[config.mk]
export PLATFORM = sky130hd
export DESIGN_NAME = mem_arb
export DESIGN_NICKNAME = d
export VERILOG_FILES = /design/src/rtl/srv_defs.sv /design/src/rtl/mem_tag_fifo.sv /design/src/rtl/mem_arb.sv
export SDC_FILE = /design/constraint.sdc
export NUM_CORES = 1
export LEC_CHECK = 0
export BUFFER_PORTS_ARGS = -buffer_cell sky130_fd_sc_hd__buf_2
export CORE_AREA = 2 2 148 150
export CTS_BUF_LIST = sky130_fd_sc_hd__clkbuf_8
export DETAILED_ROUTE_END_ITERATION = 6
export DIE_AREA = 0 0 150 152
export PLACE_DENSITY_LB_ADDON = 0.3
export SYNTH_ARGS = -nofsm -noshare
export SYNTH_HDL_FRONTEND = slang
export SYNTH_SLANG_ARGS = --single-unit
[constraint.sdc]
create_clock -name clk -period 2.8 [get_ports clk]
set_clock_uncertainty 0.1 [all_clocks]
set_input_delay 0.28 -clock clk [delete_from_list [all_inputs] [get_ports clk]]
set_output_delay 0.28 -clock clk [all_outputs]
set_load 0.02 [all_outputs]
[src/rtl/srv_defs.sv]
// Shared type definitions for the memory-side service blocks.
package srv_defs;

    typedef enum logic {
        MEM_OWN_IFU,
        MEM_OWN_LSU
    } mem_owner_t;

    typedef struct packed {
        mem_owner_t owner;
        logic       lane;
        logic       drop;
    } mem_tag_t;

endpackage

[src/rtl/mem_tag_fifo.sv]
// In-order tag FIFO tracking outstanding bus requests; flush_ifu marks all IFU entries as dropped.
module mem_tag_fifo
    import srv_defs::*;
#(
    parameter int unsigned DEPTH = 4
) (
    input  logic     clk,
    input  logic     rst,
    input  logic     push,
    input  mem_tag_t push_tag,
    input  logic     pop,
    input  logic     flush_ifu,
    output logic     full,
    output logic     empty,
    output mem_tag_t head
);

    localparam int unsigned AW = $clog2(DEPTH);

    mem_tag_t        entries [DEPTH];
    logic [AW-1:0]   wr_ptr;
    logic [AW-1:0]   rd_ptr;
    logic [AW:0]     count;
    logic            do_push;
    logic            do_pop;

    assign full    = (count == (AW+1)'(DEPTH));
    assign empty   = (count == '0);
    assign head    = entries[rd_ptr];
    assign do_pop  = pop && !empty;
    assign do_push = push && (!full || do_pop);

    always_ff @(posedge clk) begin
        if (rst) begin
            wr_ptr <= '0;
            rd_ptr <= '0;
            count  <= '0;
        end else begin
            if (do_push) wr_ptr <= wr_ptr + 1'b1;
            if (do_pop)  rd_ptr <= rd_ptr + 1'b1;
            count <= count + (AW+1)'(do_push) - (AW+1)'(do_pop);
        end
    end

    // The pushed tag already carries its own drop bit, so it overrides the flush sweep.
    always_ff @(posedge clk) begin
        for (int i = 0; i < DEPTH; i++) begin
            if (flush_ifu && entries[i].owner == MEM_OWN_IFU) entries[i].drop <= 1'b1;
        end
        if (do_push) entries[wr_ptr] <= push_tag;
    end

endmodule

[src/rtl/mem_arb.sv]
// Arbitrates the 64-bit memory bus between IFU fetches and LSU word accesses,
// routing in-order responses back to their owner.
module mem_arb
    import srv_defs::*;
#(
    parameter int unsigned MAX_OUTST  = 4,
    parameter int unsigned STARVE_LIM = 3
) (
    input  logic        clk,
    input  logic        rst,
    input  logic        ifu_req_valid,
    input  logic [31:0] ifu_req_addr,
    output logic        ifu_req_ready,
    input  logic        ifu_flush,
    output logic        ifu_resp_valid,
    output logic [63:0] ifu_resp_data,
    input  logic        lsu_req_valid,
    input  logic        lsu_req_we,
    input  logic [3:0]  lsu_req_be,
    input  logic [31:0] lsu_req_addr,
    input  logic [31:0] lsu_req_wdata,
    output logic        lsu_req_ready,
    output logic        lsu_resp_valid,
    output logic [31:0] lsu_resp_rdata,
    output logic        mem_req_valid,
    input  logic        mem_req_ready,
    output logic        mem_req_we,
    output logic [7:0]  mem_req_be,
    output logic [31:0] mem_req_addr,
    output logic [63:0] mem_req_wdata,
    input  logic        mem_resp_valid,
    input  logic [63:0] mem_resp_rdata
);

    localparam int unsigned CW = $clog2(STARVE_LIM + 1);

    logic [CW-1:0] starve_cnt;
    logic          fifo_full;
    logic          fifo_empty;
    mem_tag_t      head;
    mem_tag_t      push_tag;
    logic          can_issue;
    logic          ifu_win;
    logic          lsu_win;
    logic          push;
    logic          pop;
    logic          ifu_hs;

    assign can_issue = !fifo_full || (mem_resp_valid && !fifo_empty);
    assign ifu_win   = ifu_req_valid && (!lsu_req_valid || starve_cnt == CW'(STARVE_LIM));
    assign lsu_win   = lsu_req_valid && !ifu_win;

    assign mem_req_valid = !rst && (ifu_req_valid || lsu_req_valid) && can_issue;
    assign ifu_req_ready = !rst && ifu_win && mem_req_ready && can_issue;
    assign lsu_req_ready = !rst && lsu_win && mem_req_ready && can_issue;
    assign ifu_hs        = ifu_req_ready;
    assign push          = mem_req_valid && mem_req_ready;
    assign pop           = !rst && mem_resp_valid && !fifo_empty;

    always_comb begin
        mem_req_wdata = {lsu_req_wdata, lsu_req_wdata};
        if (ifu_win) begin
            mem_req_addr = {ifu_req_addr[31:3], 3'b000};
            mem_req_we   = 1'b0;
            mem_req_be   = 8'hFF;
        end else begin
            mem_req_addr = {lsu_req_addr[31:3], 3'b000};
            mem_req_we   = lsu_req_we;
            mem_req_be   = lsu_req_addr[2] ? {lsu_req_be, 4'h0} : {4'h0, lsu_req_be};
        end
    end

    always_comb begin
        push_tag       = '0;
        push_tag.owner = ifu_win ? MEM_OWN_IFU : MEM_OWN_LSU;
        push_tag.lane  = ifu_win ? 1'b0 : lsu_req_addr[2];
        push_tag.drop  = ifu_win && ifu_flush;
    end

    always_ff @(posedge clk) begin
        if (rst) begin
            starve_cnt <= '0;
        end else if (ifu_hs) begin
            starve_cnt <= '0;
        end else if (ifu_req_valid && starve_cnt != CW'(STARVE_LIM)) begin
            starve_cnt <= starve_cnt + 1'b1;
        end
    end

    mem_tag_fifo #(
        .DEPTH (MAX_OUTST)
    ) u_tag_fifo (
        .clk       (clk),
        .rst       (rst),
        .push      (push),
        .push_tag  (push_tag),
        .pop       (pop),
        .flush_ifu (ifu_flush),
        .full      (fifo_full),
        .empty     (fifo_empty),
        .head      (head)
    );

    // A flush in the pop cycle still kills the head fetch.
    assign lsu_resp_valid = pop && head.owner == MEM_OWN_LSU;
    assign lsu_resp_rdata = head.lane ? mem_resp_rdata[63:32] : mem_resp_rdata[31:0];
    assign ifu_resp_valid = pop && head.owner == MEM_OWN_IFU && !head.drop && !ifu_flush;
    assign ifu_resp_data  = mem_resp_rdata;

    resp_when_empty: assert property (@(posedge clk) disable iff (rst)
        !(mem_resp_valid && fifo_empty));

endmodule

; ---- Yosys cells after proc, flatten, opt, wreduce, memory -nomap -nowiden
; Memory sizes are Yosys's and may differ from the RTL's. A register that Yosys moved wholly into a read port is not among the register bits.
; Index checks and enable logic that the tools add are counted.
[totals]
input_bits = 172
ram_bits = 12
latch_bits = 0
romBits = 0
wordCells = 76
n_memories = 1
ff_bits = 9
[mem_list]
columns = memory, words, width, read_ports, rd_clocked_by_memory_dff, wr, line
row1 = u_tag_fifo.entries, 4, 3, 5, 1, 5, mem_tag_fifo.sv:20  ; mem_tag_t entries [DEPTH];
[classes]
n_bitwise = 5
n_mux = 19
eq_ne = 3
reduce_logical = 39
div = 0
add_sub_neg = 5
multipliers = 0
magnitude_cmp = 0
shifts = 0
[op_table]
columns = cell, count
row1 = 32-bit two-way mux, 2
row2 = 1-bit logical AND, 26
row3 = 8-bit two-way mux, 2
row4 = 1-bit two-way mux, 13
row5 = 1-bit zero test, 7
row6 = 2-bit by 1-bit adder with 2-bit output (second input constant), 3
row7 = 1-bit NOT, 5
row8 = 1-bit logical OR, 4
row9 = 2-bit two-way mux, 2
row10 = 3-bit by 1-bit adder with 3-bit output, 1
row11 = 3-bit == test (second input constant), 1
row12 = 3-bit zero test, 1
row13 = 3-bit by 1-bit subtractor with 3-bit output, 1
row14 = 2-bit == test (second input constant), 1
row15 = 2-bit != test (second input constant), 1
row16 = 2-bit OR reduction, 1

; ---- Depth between registers and ports, before layout
; Gate-level depths: netlist of run 1.
[depth]
ltp_word = 9
depth_mapped = 8
depth_no_buf = 8

; ---- Cells and area by module
; From an unflattened synthesis of run 1, not the netlist that was laid out.
[unflattened]
cells_unflattened = 325
hier_area_um2 = 3100.5
[modules_own_cells]
columns = mod, instances, cells_per_inst, area_per_inst_um2, seq_area_each_um2
row1 = mem_arb, 1, 245, 2129.5, 40.0
row2 = mem_tag_fifo, 1, 80, 970.9, 500.5

; ---- Worst setup path before layout of run 1
; No wires, ideal clock.
[synth_timing]
path_kind = register -> output
from = reg (tool-made name)
to = out ifu_resp_valid
slack_ns = 0.719
stages_incl_launch_ff = 3
n_path_buf = 0
arrival_time_ns = 1.701
cell_sequence = dfxtp_1 > mux4_1 > nor4b_1
[synth_lines]
columns = item, line
row1 = "end, declared", mem_arb.sv:15  ; output logic ifu_resp_valid,

==> qor.csv, run 1 <==
stage,metric,value,unit
timing,Max Fclk,413,MHz
routing,DR WL/cell,13.7,um
routing,DRT iter0 DRCs,73,
setup_path,critical path capture point type,output pin,
global_routing,pin count of the biggest net entering global routing,33,
power,sw frac,0.424,
setup_path,crit path launch type,flop,
clock_tree,buffer count from post-CTS setup fixing,0,
clock_tree,post-cts sizing count,0,
hold_path,hold depth,2,
yosys,Area contributors post-synth,"buf_4, mux2_4, mux2_2",
timing,Final Cycle Share,0.865,
final_layout,fillers,2421,
power,sequential power share,0.254,
power,combinational group share of total power,0.627,
routing,vias,2633,
power,P_leak,0.00205,uW
routing,Post-DRT Antenna Nets,0,
final_layout,area of the multi-input gates,1420,um^2
timing,final hold vios,0,
routing,drt total wl,10.2,mm
placement,gpl congestion,0.763,
hold_path,hold crit path type,in2reg,
timing,RSZ-0062 raised after global routing,no,
power,clock group share of total power,0.119,
timing,Finish-stage setup viols,0,
yosys,synth warn,0,
setup_path,Worst Path Arrival,2.04,ns
die,die footprint,22800,um^2
routing,Initial DRT Pass Iterations,4,
routing,Residual DRC,0,
yosys,top-area cell type share of the netlist area,0.319,
timing,Final Max Slew Viols,0,
die,chip width,150,um
yosys,post-synthesis register bit count,23,
yosys,Syn Inst Count,325,
yosys,synthesized area per cell,9.48,um^2
final_layout,layout cells sized above 1,0.740,
status,status,finished clean,
clock_tree,CTS Root Cell,clkbuf_8,
power,Sw Pwr,719,uW
final_layout,nets,646,
clock_tree,CTS H-tree depth,1,
setup_path,Crit Path Class,reg2out,
final_layout,Area Overhead vs Synth,24.2,%
setup_path,crit path max fanout,32,
global_routing,GRT overflow,0,
hold_path,min-delay src,mem_req_ready,
routing,Via-to-Cell Ratio,3.53,
placement,"worst slack, placed",0.621,ns
placement,DP Wirelength,9.21,mm
clock_tree,Clock Path Buffers,2,
die,Core Region,21400,um^2
yosys,synth unique cells,39,
power,Pint,976,uW
timing,worst setup margin,0.379,ns
timing,Tmin final,2.42,ns
timing,Setup TNS,0,ns
die,die height,152,um
timing,Fin Hold WS,0.194,ns
timing,worst slew pin tran,0.613,ns
yosys,Yosys top cell by area,buf_4,
yosys,Synth Flop Type,dfxtp_1,
clock_tree,TritonCTS Sinks,23,
timing,Slew headroom,0.591,
yosys,Post-synth EDFFs,8,
job,Max-cap violations,0,
placement,I/O Buffers,273,
clock_tree,clock slew at reported path FFs,0.08,ns
yosys,Netlist Area Pre-Place,3080,um^2
die,Initial Util,0.144,
die,num rows,54,
power,Pwr per Cell Area,443,nW/um^2
yosys,Async SR Flop Fraction,0,
setup_path,Worst Path Required,2.42,ns
setup_path,worst r2r path cells,7,
clock_tree,TritonCTS clock tree,built,
final_layout,ant diodes,0,
global_routing,first-pass GRT wire length,14.0,mm
global_routing,initial antenna violation count,2,
global_routing,vias in the first global route,2612,
clock_tree,Skew-Pair Late Insertion Delay,0.26,ns
setup_path,FF-to-FF Start,u_tag_fifo.count[1],
power,Worst VDD drop,152,uV
final_layout,Sequential Area,541,um^2
clock_tree,CTS Buf Count,3,
yosys,sequential share of the synthesized area,0.175,
global_routing,gr usage total,0.0799,
die,top-level I/O count,378,
clock_tree,hold buffers post-CTS,0,
-- cells in the mapped netlist (4+ instances only) --
master    number
ha_1           7
nand4_1        6
edfxtp_1       8
nor2b_1        4
o21ai_0        4
a21oi_1        6
clkbuf_1       4
dfxtp_1       15
mux2_2        31
mux2_4        30
nor2_1         6
mux2i_1        5
nand2_1        8
buf_4        131
inv_1         20
-- per-stage QoR --
stage          cell area [um^2]  cells   util  power, uW
2_1_floorplan              3090    327      -       1370
3_3_place_gp               3780    741  0.177       1520
3_5_place_dp               3780    741  0.177       1520
4_1_cts                    3830    745  0.179       1720
5_1_grt                    3830    745  0.179       1810
6_report                   3830    745  0.179       1690
-- sequential cells by signal, summed over array words and instances (netlist names), named ones only --
name / flops
u_tag_fifo.rd_ptr: 2
u_tag_fifo.entries: 12
starve_cnt: 2
u_tag_fifo.wr_ptr: 2
u_tag_fifo.count: 3
-- critical path, stage by stage (launching register included) --
cell	delay, ns
dfxtp_1	0.39
mux4_2	0.50
buf_4	0.31
mux2_4	0.37
buf_2	0.16
-- layout make-up --
cell class,count,area share
multi-input cells,141,0.371
repair buffers,277,0.365
clock buffers,3,0.0108
flip-flops and latches,23,0.141
clock inverters,1,0.000981
well taps,280,0.0916
inverters,20,0.0196
-- power groups by stage --
stage | clock network [uW] | registers (uW) | logic, uW
2_1_floorplan | 0 | 426 | 948
3_3_place_gp | 0 | 440 | 1080
3_5_place_dp | 0 | 440 | 1080
4_1_cts | 210 | 432 | 1080
5_1_grt | 228 | 439 | 1140
6_report | 201 | 431 | 1060
-- final timing paths --
kind	end	slack, ns
worst max-delay path	lsu_resp_rdata[18]	0.38
worst min-delay path	starve_cnt[0]	0.19
worst max register to register	u_tag_fifo.count[1]	0.71
worst min register to register	u_tag_fifo.entries[3][0]	0.42
-- cell usage in the layout, fill, tap and decap left out, types with 4 or more instances in the layout --
master	count
a21oi_1	6
buf_2	273
buf_4	4
dfxtp_1	15
edfxtp_1	8
ha_1	7
inv_1	21
mux2_2	31
mux2_4	30
mux2i_1	5
nand2_1	8
nand4_1	6
nor2_1	6
nor2b_1	4
o21ai_0	4
-- routing by layer --
metal | GRT usage | part of all wire | vias up
li1 | - | - | 1234
met4 | 0.0130 | 0.011 | 0
met1 | 0.0858 | 0.36 | 1126
met3 | 0.0198 | 0.12 | 17
met5 | 0 | 0 | -
met2 | 0.157 | 0.51 | 256
-- logic make-up after synthesis --
family / Yosys count / synth area share
buffers and inverters: 163 / 0.367
muxes: 69 / 0.300
and+or+nand+nor: 38 / 0.0706
DFF: 23 / 0.175
AOI/OAI and AO/OA: 18 / 0.0370
adders and majority gates: 8 / 0.0349
xor gates and xnor gates: 5 / 0.0142
other: 1 / 0.00122
No activity file was read; power rests on OpenSTA's default activity.
==> inputs of run 2 (changes only) <==
--- a/config.mk
+++ b/config.mk
@@ -6,11 +6,12 @@
 export NUM_CORES = 1
 export LEC_CHECK = 0
 export BUFFER_PORTS_ARGS = -buffer_cell sky130_fd_sc_hd__buf_2
-export CORE_AREA = 2 2 148 150
+export CORE_AREA = 2 2 146 148
 export CTS_BUF_LIST = sky130_fd_sc_hd__clkbuf_8
 export DETAILED_ROUTE_END_ITERATION = 6
-export DIE_AREA = 0 0 150 152
+export DIE_AREA = 0 0 148 150
 export PLACE_DENSITY_LB_ADDON = 0.3
+export SKIP_LAST_GASP = 1
 export SYNTH_ARGS = -nofsm -noshare
 export SYNTH_HDL_FRONTEND = slang
 export SYNTH_SLANG_ARGS = --single-unit
==> constraint.sdc (replaced) <==
create_clock -name clk -period 2.2 [get_ports clk]
set_clock_uncertainty 0.1 [all_clocks]
set_input_delay 0.22 -clock clk [delete_from_list [all_inputs] [get_ports clk]]
set_output_delay 0.22 -clock clk [all_outputs]
set_load 0.02 [all_outputs]
==> run 2 against run 1 <==
Largest cell class is now non-clock buffers. Clock-buffer cell count unchanged. Sequential share of layout area is 0.20 points lower. The flow now finishes with violations (setup timing). Total power is 30% higher. Worst setup slack lost 0.38 ns. Critical endpoint is now lsu_resp_rdata[29].
==> qor.csv, run 2 (synthesized netlist as in run 1, its figures left out) <==
stage,metric,value,unit,change
status,failing checks,setup timing,,
clock_tree,Skew-Pair Late Insertion Delay,0.26,ns,about the same
timing,final hold vios,0,,unchanged
power,Pint,1280,uW,+31%
status,status,"finished, violations left",,
setup_path,worst r2r path cells,7,,unchanged
die,num rows,53,,-1.9%
hold_path,min-delay src,mem_req_ready,,
placement,DP Wirelength,9.02,mm,-2.0%
setup_path,flop-to-flop setup slack,0.26,ns,-0.45 ns
hold_path,hold depth,2,,unchanged
setup_path,Crit Path Class,reg2out,,
final_layout,ant diodes,0,,unchanged
setup_path,Reg-to-Reg End,u_tag_fifo.count[2],,
die,chip width,148,um,-1.3%
power,sw frac,0.420,,-0.00422
placement,I/O Buffers,273,,unchanged
timing,Final Cycle Share,1.00,,
setup_path,crit path max fanout,32,,unchanged
final_layout,Reg with most FFs,u_tag_fifo.entries,,
global_routing,GRT overflow,0,,unchanged
power,clock group share of total power,0.116,,-0.003
final_layout,Final Util,0.188,,+0.00875
hold_path,WHS Endpoint,starve_cnt[0],,
power,Pwr per Cell Area,568,nW/um^2,+28%
final_layout,"leading cell type in the layout, fill and taps excluded",buf_2,,
final_layout,number of flip-flops under the largest register name,12,,unchanged
placement,gpl congestion,0.716,,-6.2%
placement,placed cells,740,,-0.13%
timing,RSZ-0062 raised after global routing,yes,,
final_layout,final std cells w/o fill,744,,-0.13%
routing,DR WL/cell,13.5,um,-1.8%
global_routing,gr usage total,0.0800,,+0.000147
setup_path,critical path capture point type,output pin,,
clock_tree,Clock Path Buffers,2,,unchanged
routing,Residual DRC,0,,unchanged
global_routing,vias in the first global route,2542,,-2.7%
die,top-level I/O count,378,,unchanged
timing,Max Fclk,455,MHz,
power,combinational group share of total power,0.643,,+0.016
clock_tree,clock slew at reported path FFs,0.08,ns,about the same
power,sequential power share,0.241,,-0.013
timing,Final Max Slew Viols,0,,unchanged
clock_tree,CTS H-tree depth,1,,unchanged
final_layout,registers with the most flip-flops,"u_tag_fifo.entries: 12 flops, u_tag_fifo.count: 3 flops",,
timing,Finish-stage setup viols,1,,+1
timing,Fin Hold WS,0.133,ns,-0.0608 ns
clock_tree,hold buffers post-CTS,0,,unchanged
power,Worst VDD drop,184,uV,+21%
setup_path,FF-to-FF Start,u_tag_fifo.count[0],,
timing,worst setup margin,-0.0000879,ns,-0.379 ns
die,die height,150,um,-1.3%
final_layout,most frequent cells in the layout,"buf_2, mux2_2, mux2_4, inv_1, dfxtp_1",,
setup_path,crit path launch type,flop,,
final_layout,nets,650,,+0.62%
power,Sw Pwr,928,uW,+29%
clock_tree,CTS Buf Count,3,,unchanged
clock_tree,CTS Root Cell,clkbuf_8,,
power,P_leak,0.00208,uW,+1.4%
final_layout,layout cells sized above 1,0.751,,+0.0107
global_routing,initial antenna violation count,0,,-2
setup_path,Worst Path Required,1.88,ns,-0.54 ns
job,Max-cap violations,0,,unchanged
global_routing,first-pass GRT wire length,13.7,mm,-2.1%
setup_path,crit path buf inv count,2,,unchanged
setup_path,worst-path cell chain,mux4_2 > buf_12 > mux2_4 > buf_2,,
routing,vias,2678,,+1.7%
routing,drt total wl,10.0,mm,-2.0%
global_routing,pin count of the biggest net entering global routing,33,,unchanged
routing,Initial DRT Pass Iterations,4,,unchanged
routing,DRT iter0 DRCs,42,,-42%
setup_path,CP max stage delay,0.53,ns,+0.03 ns
routing,Via-to-Cell Ratio,3.60,,+1.8%
die,die footprint,22200,um^2,-2.6%
final_layout,design area,3890,um^2,+1.6%
setup_path,cell family with most CP delay,multiplexers,,
routing,Post-DRT Antenna Nets,0,,unchanged
clock_tree,TritonCTS Sinks,23,,unchanged
clock_tree,TritonCTS clock tree,built,,
die,Core Region,20700,um^2,-3.1%
final_layout,Area Overhead vs Synth,26.2,%,
placement,area of placed instances,3830,um^2,+1.3%
setup_path,Worst Path Arrival,1.88,ns,-0.16 ns
timing,Tmin final,2.20,ns,
setup_path,critical path's slowest cell,mux4_2,,
hold_path,hold crit path type,in2reg,,
die,Initial Util,0.149,,+0.00461
-- run 2: worst max-delay path by stage --
stage          slack (ns)  depth (start not counted)                start                  end
6_report         -0.00009                          4                 flop   lsu_resp_rdata[29]
4_1_cts             -0.02                          4                 flop   lsu_resp_rdata[29]
5_1_grt             -0.06                          4                 flop   lsu_resp_rdata[15]
3_5_place_dp         0.19                          7  u_tag_fifo.count[2]  u_tag_fifo.count[1]
2_1_floorplan        0.18                          2                 flop       ifu_resp_valid
3_3_place_gp         0.22                          3                 flop       ifu_resp_valid
-- run 2: what timing repair did --
action | in CTS | in global routing
setup endpoints to repair | 33 | 33
resized for setup | 2 | 1
endpoints found under the hold margin | 0 | 0
buffers inserted | 0 | 0
-- run 2: power groups by stage --
stage	logic, uW	clock network [uW]	registers (uW)
after floorplan	1210	0	542
after global placement	1430	0	542
after detailed placement	1430	0	541
after CTS	1440	275	533
after global routing	1530	290	541
final	1420	256	532
-- run 2: stage by stage --
| stage | setup TNS (ns) | power, uW | setup WS [ns] |
|---|---|---|---|
| after floorplan | 0 | 1750 | 0.179 |
| after global placement | 0 | 1980 | 0.219 |
| after detailed placement | 0 | 1970 | 0.192 |
| after CTS | -0.0700 | 2250 | -0.0191 |
| after global routing | -1.24 | 2360 | -0.0603 |
| final | -0.0000879 | 2210 | -0.0000879 |
-- run 2: cell type report --
| class | instances | area (um^2) |
|---|---|---|
| Clock buffer | 3 | 41.3 |
| Clock inverter | 1 | 5.00 |
| Fill cell | 2349 | 16800 |
| Inverter | 20 | 75.1 |
| Multi-Input combinational cell | 141 | 1430 |
| Sequential cell | 23 | 542 |
| Tap cell | 275 | 344 |
| Timing Repair Buffer | 281 | 1450 |
-- run 2: per-layer routing --
| metal | up-vias | GRT usage | wire [um] |
|---|---|---|---|
| met1 | 1166 | 0.0802 | 3400 |
| met4 | 0 | 0.0100 | 68 |
| met5 | - | 0 | 0 |
| li1 | 1242 | - | - |
| met3 | 12 | 0.0299 | 1260 |
| met2 | 258 | 0.160 | 5290 |
==> inputs of run 3 (changes only) <==
--- a/config.mk
+++ b/config.mk
@@ -10,7 +10,7 @@
 export CTS_BUF_LIST = sky130_fd_sc_hd__clkbuf_8
 export DETAILED_ROUTE_END_ITERATION = 6
 export DIE_AREA = 0 0 148 150
-export PLACE_DENSITY_LB_ADDON = 0.3
+export PLACE_DENSITY = 0.46
 export SKIP_LAST_GASP = 1
 export SYNTH_ARGS = -nofsm -noshare
 export SYNTH_HDL_FRONTEND = slang
==> run 3 against run 2 <==
The flow still finishes with violations (setup timing). Wire length fell by 0.27%. Via count fell by 2.2%. Largest cell class unchanged. Sequential cell count did not move. Critical path depth did not move. Non-clock buffer count rose by 2. Largest power group unchanged. Fmax fell by 1.0%. Sequential power rose by 1%.
==> qor.csv, run 3 (synthesized netlist as in run 1, its figures left out) <==
stage,metric,value,unit,change
status,status,"finished, violations left",,
status,failing checks,setup timing,,
die,Initial Util,0.149,,unchanged
routing,DRT iter0 DRCs,61,,+45%
timing,Tmin final,2.22,ns,+0.0229 ns
final_layout,fillers,2358,,+0.38%
clock_tree,CTS H-tree depth,1,,unchanged
clock_tree,Skew-Pair Late Insertion Delay,0.26,ns,about the same
die,die height,150,um,unchanged
setup_path,Worst Path Required,1.88,ns,about the same
power,Tot Pwr,2220,uW,+0.46%
routing,vias,2618,,-2.2%
die,chip width,148,um,unchanged
setup_path,critical path capture point type,output pin,,
die,die footprint,22200,um^2,unchanged
power,P_leak,0.00210,uW,+0.79%
routing,Via-to-Cell Ratio,3.51,,-2.5%
setup_path,WP depth,4,,unchanged
placement,area of placed instances,3830,um^2,unchanged
routing,drt total wl,9.99,mm,-0.27%
timing,Max Fclk,450,MHz,-1.0%
placement,DP Wirelength,9.11,mm,+1.0%
setup_path,cell family with most CP delay,multiplexers,,
clock_tree,CTS Buf Count,3,,unchanged
final_layout,design area,3930,um^2,+1.0%
routing,Residual DRC,0,,unchanged
setup_path,crit path launch type,flop,,
clock_tree,Clock Path Buffers,2,,unchanged
timing,Finish-stage setup viols,2,,+1
die,Core Region,20700,um^2,unchanged
hold_path,WHS Endpoint,starve_cnt[0],,
global_routing,first-pass GRT wire length,13.5,mm,-1.9%
global_routing,initial antenna violation count,1,,+1
final_layout,ant diodes,0,,unchanged
global_routing,pin count of the biggest net entering global routing,23,,-30%
power,Pwr per Cell Area,565,nW/um^2,-0.56%
final_layout,layout cells sized above 1,0.754,,+0.00318
hold_path,min-delay src,mem_req_ready,,
placement,"worst slack, placed",0.191,ns,-0.000595 ns
setup_path,Worst Path Arrival,1.90,ns,+0.02 ns
final_layout,"leading cell type in the layout, fill and taps excluded",buf_2,,
clock_tree,clock slew at reported path FFs,0.08,ns,about the same
timing,Final Max Slew Viols,0,,unchanged
final_layout,final std cells w/o fill,746,,+0.27%
routing,DR WL/cell,13.4,um,-0.54%
setup_path,worst-path cell chain,mux4_2 > buf_12 > mux2_2 > buf_2,,
setup_path,Reg-to-Reg End,u_tag_fifo.count[1],,
placement,placed cells,740,,unchanged
placement,gpl congestion,0.754,,+5.3%
final_layout,registers with the most flip-flops,"u_tag_fifo.entries: 12 flops, u_tag_fifo.count: 3 flops",,
timing,final hold vios,0,,unchanged
die,top-level I/O count,378,,unchanged
global_routing,vias in the first global route,2494,,-1.9%
setup_path,critical path's slowest cell,mux4_2,,
setup_path,FF-to-FF Start,u_tag_fifo.count[0],,
setup_path,worst r2r path cells,7,,unchanged
job,Max-cap violations,0,,unchanged
final_layout,most frequent cells in the layout,"buf_2, mux2_2, mux2_4, inv_1, dfxtp_1",,
setup_path,CP max stage delay,0.56,ns,+0.03 ns
die,num rows,53,,unchanged
final_layout,number of flip-flops under the largest register name,12,,unchanged
routing,Initial DRT Pass Iterations,4,,unchanged
final_layout,Final Util,0.190,,+0.00193
final_layout,nets,652,,+0.31%
final_layout,Area Overhead vs Synth,27.5,%,
clock_tree,TritonCTS clock tree,built,,
clock_tree,TritonCTS Sinks,23,,unchanged
routing,Post-DRT Antenna Nets,0,,unchanged
setup_path,flop-to-flop setup slack,0.20,ns,-0.06 ns
global_routing,GRT overflow,0,,unchanged
setup_path,Crit Path Class,reg2out,,
placement,I/O Buffers,273,,unchanged
clock_tree,CTS Root Cell,clkbuf_8,,
timing,Final Cycle Share,1.01,,+0.0104
hold_path,hold crit path type,in2reg,,
setup_path,crit path buf inv count,2,,unchanged
hold_path,hold depth,2,,unchanged
global_routing,gr usage total,0.0795,,-0.000465
setup_path,crit path max fanout,22,,-31%
timing,worst setup margin,-0.0229,ns,-0.0229 ns
timing,RSZ-0062 raised after global routing,yes,,
power,Worst VDD drop,187,uV,+2.0%
final_layout,Reg with most FFs,u_tag_fifo.entries,,
run 3: changes by cell type in the layout (fill, tap and decap cells not counted), sizes merged:
cell | previous run | this run
buf | 281 | 283
clkinvlp | 0 | 1
inv | 20 | 19
run 3: where the power goes:
| group | switching [uW] | leakage [uW] | internal, uW |
|---|---|---|---|
| Combinational | 748 | 0.00188 | 671 |
| Clock | 137 | 0.0000255 | 126 |
| Sequential | 44.2 | 0.000195 | 494 |
| Total | 929 | 0.00210 | 1290 |
run 3: through the flow:
| stage | setup TNS, ns | hold WS, ns |
|---|---|---|
| floorplan | 0 | 0.192 |
| global placement | 0 | 0.340 |
| detailed placement | 0 | 0.340 |
| CTS | -0.0786 | 0.127 |
| global route | -1.26 | 0.139 |
| finish | -0.0236 | 0.135 |
run 3: how the worst max path moves through the flow:
stage / from / endpoint / slack, ns
after detailed placement: u_tag_fifo.count[0] / u_tag_fifo.count[1] / 0.19
after CTS: flop / lsu_resp_rdata[0] / -0.04
after global placement: u_tag_fifo.count[0] / u_tag_fifo.count[1] / 0.15
final: flop / lsu_resp_rdata[0] / -0.02
after global routing: flop / lsu_resp_rdata[0] / -0.07
after floorplan: flop / ifu_resp_valid / 0.18
run 3: cell type report:
type	instances	area, um^2	share of cell area
Clock buffer	3	41.3	0.0105
Inverter	20	78.8	0.0201
Multi-Input combinational cell	141	1440	0.365
Sequential cell	23	542	0.138
Clock inverter	1	5.00	0.00127
Timing Repair Buffer	283	1480	0.377
Tap cell	275	344	0.0876
run 3: layer usage:
layer  wire length (um)  global-route usage
met3               1110              0.0223
met5                  0                   0
met2               5560               0.169
met1               3270              0.0772
met4                 51             0.00714
run 3: worst register-to-register path, cell delays in order (launching register included):
cell     delay (ns)
dfxtp_1        0.42
nor3_1         0.08
nor3b_1        0.27
ha_1           0.28
inv_1          0.06
ha_1           0.15
fa_1           0.40
nor2b_1        0.13
run 3: what timing repair did:
item | CTS | global route
setup buffers | 2 | 0
setup endpoints to repair | 35 | 45
hold buffers | 0 | 0
gates resized for setup | 4 | 2
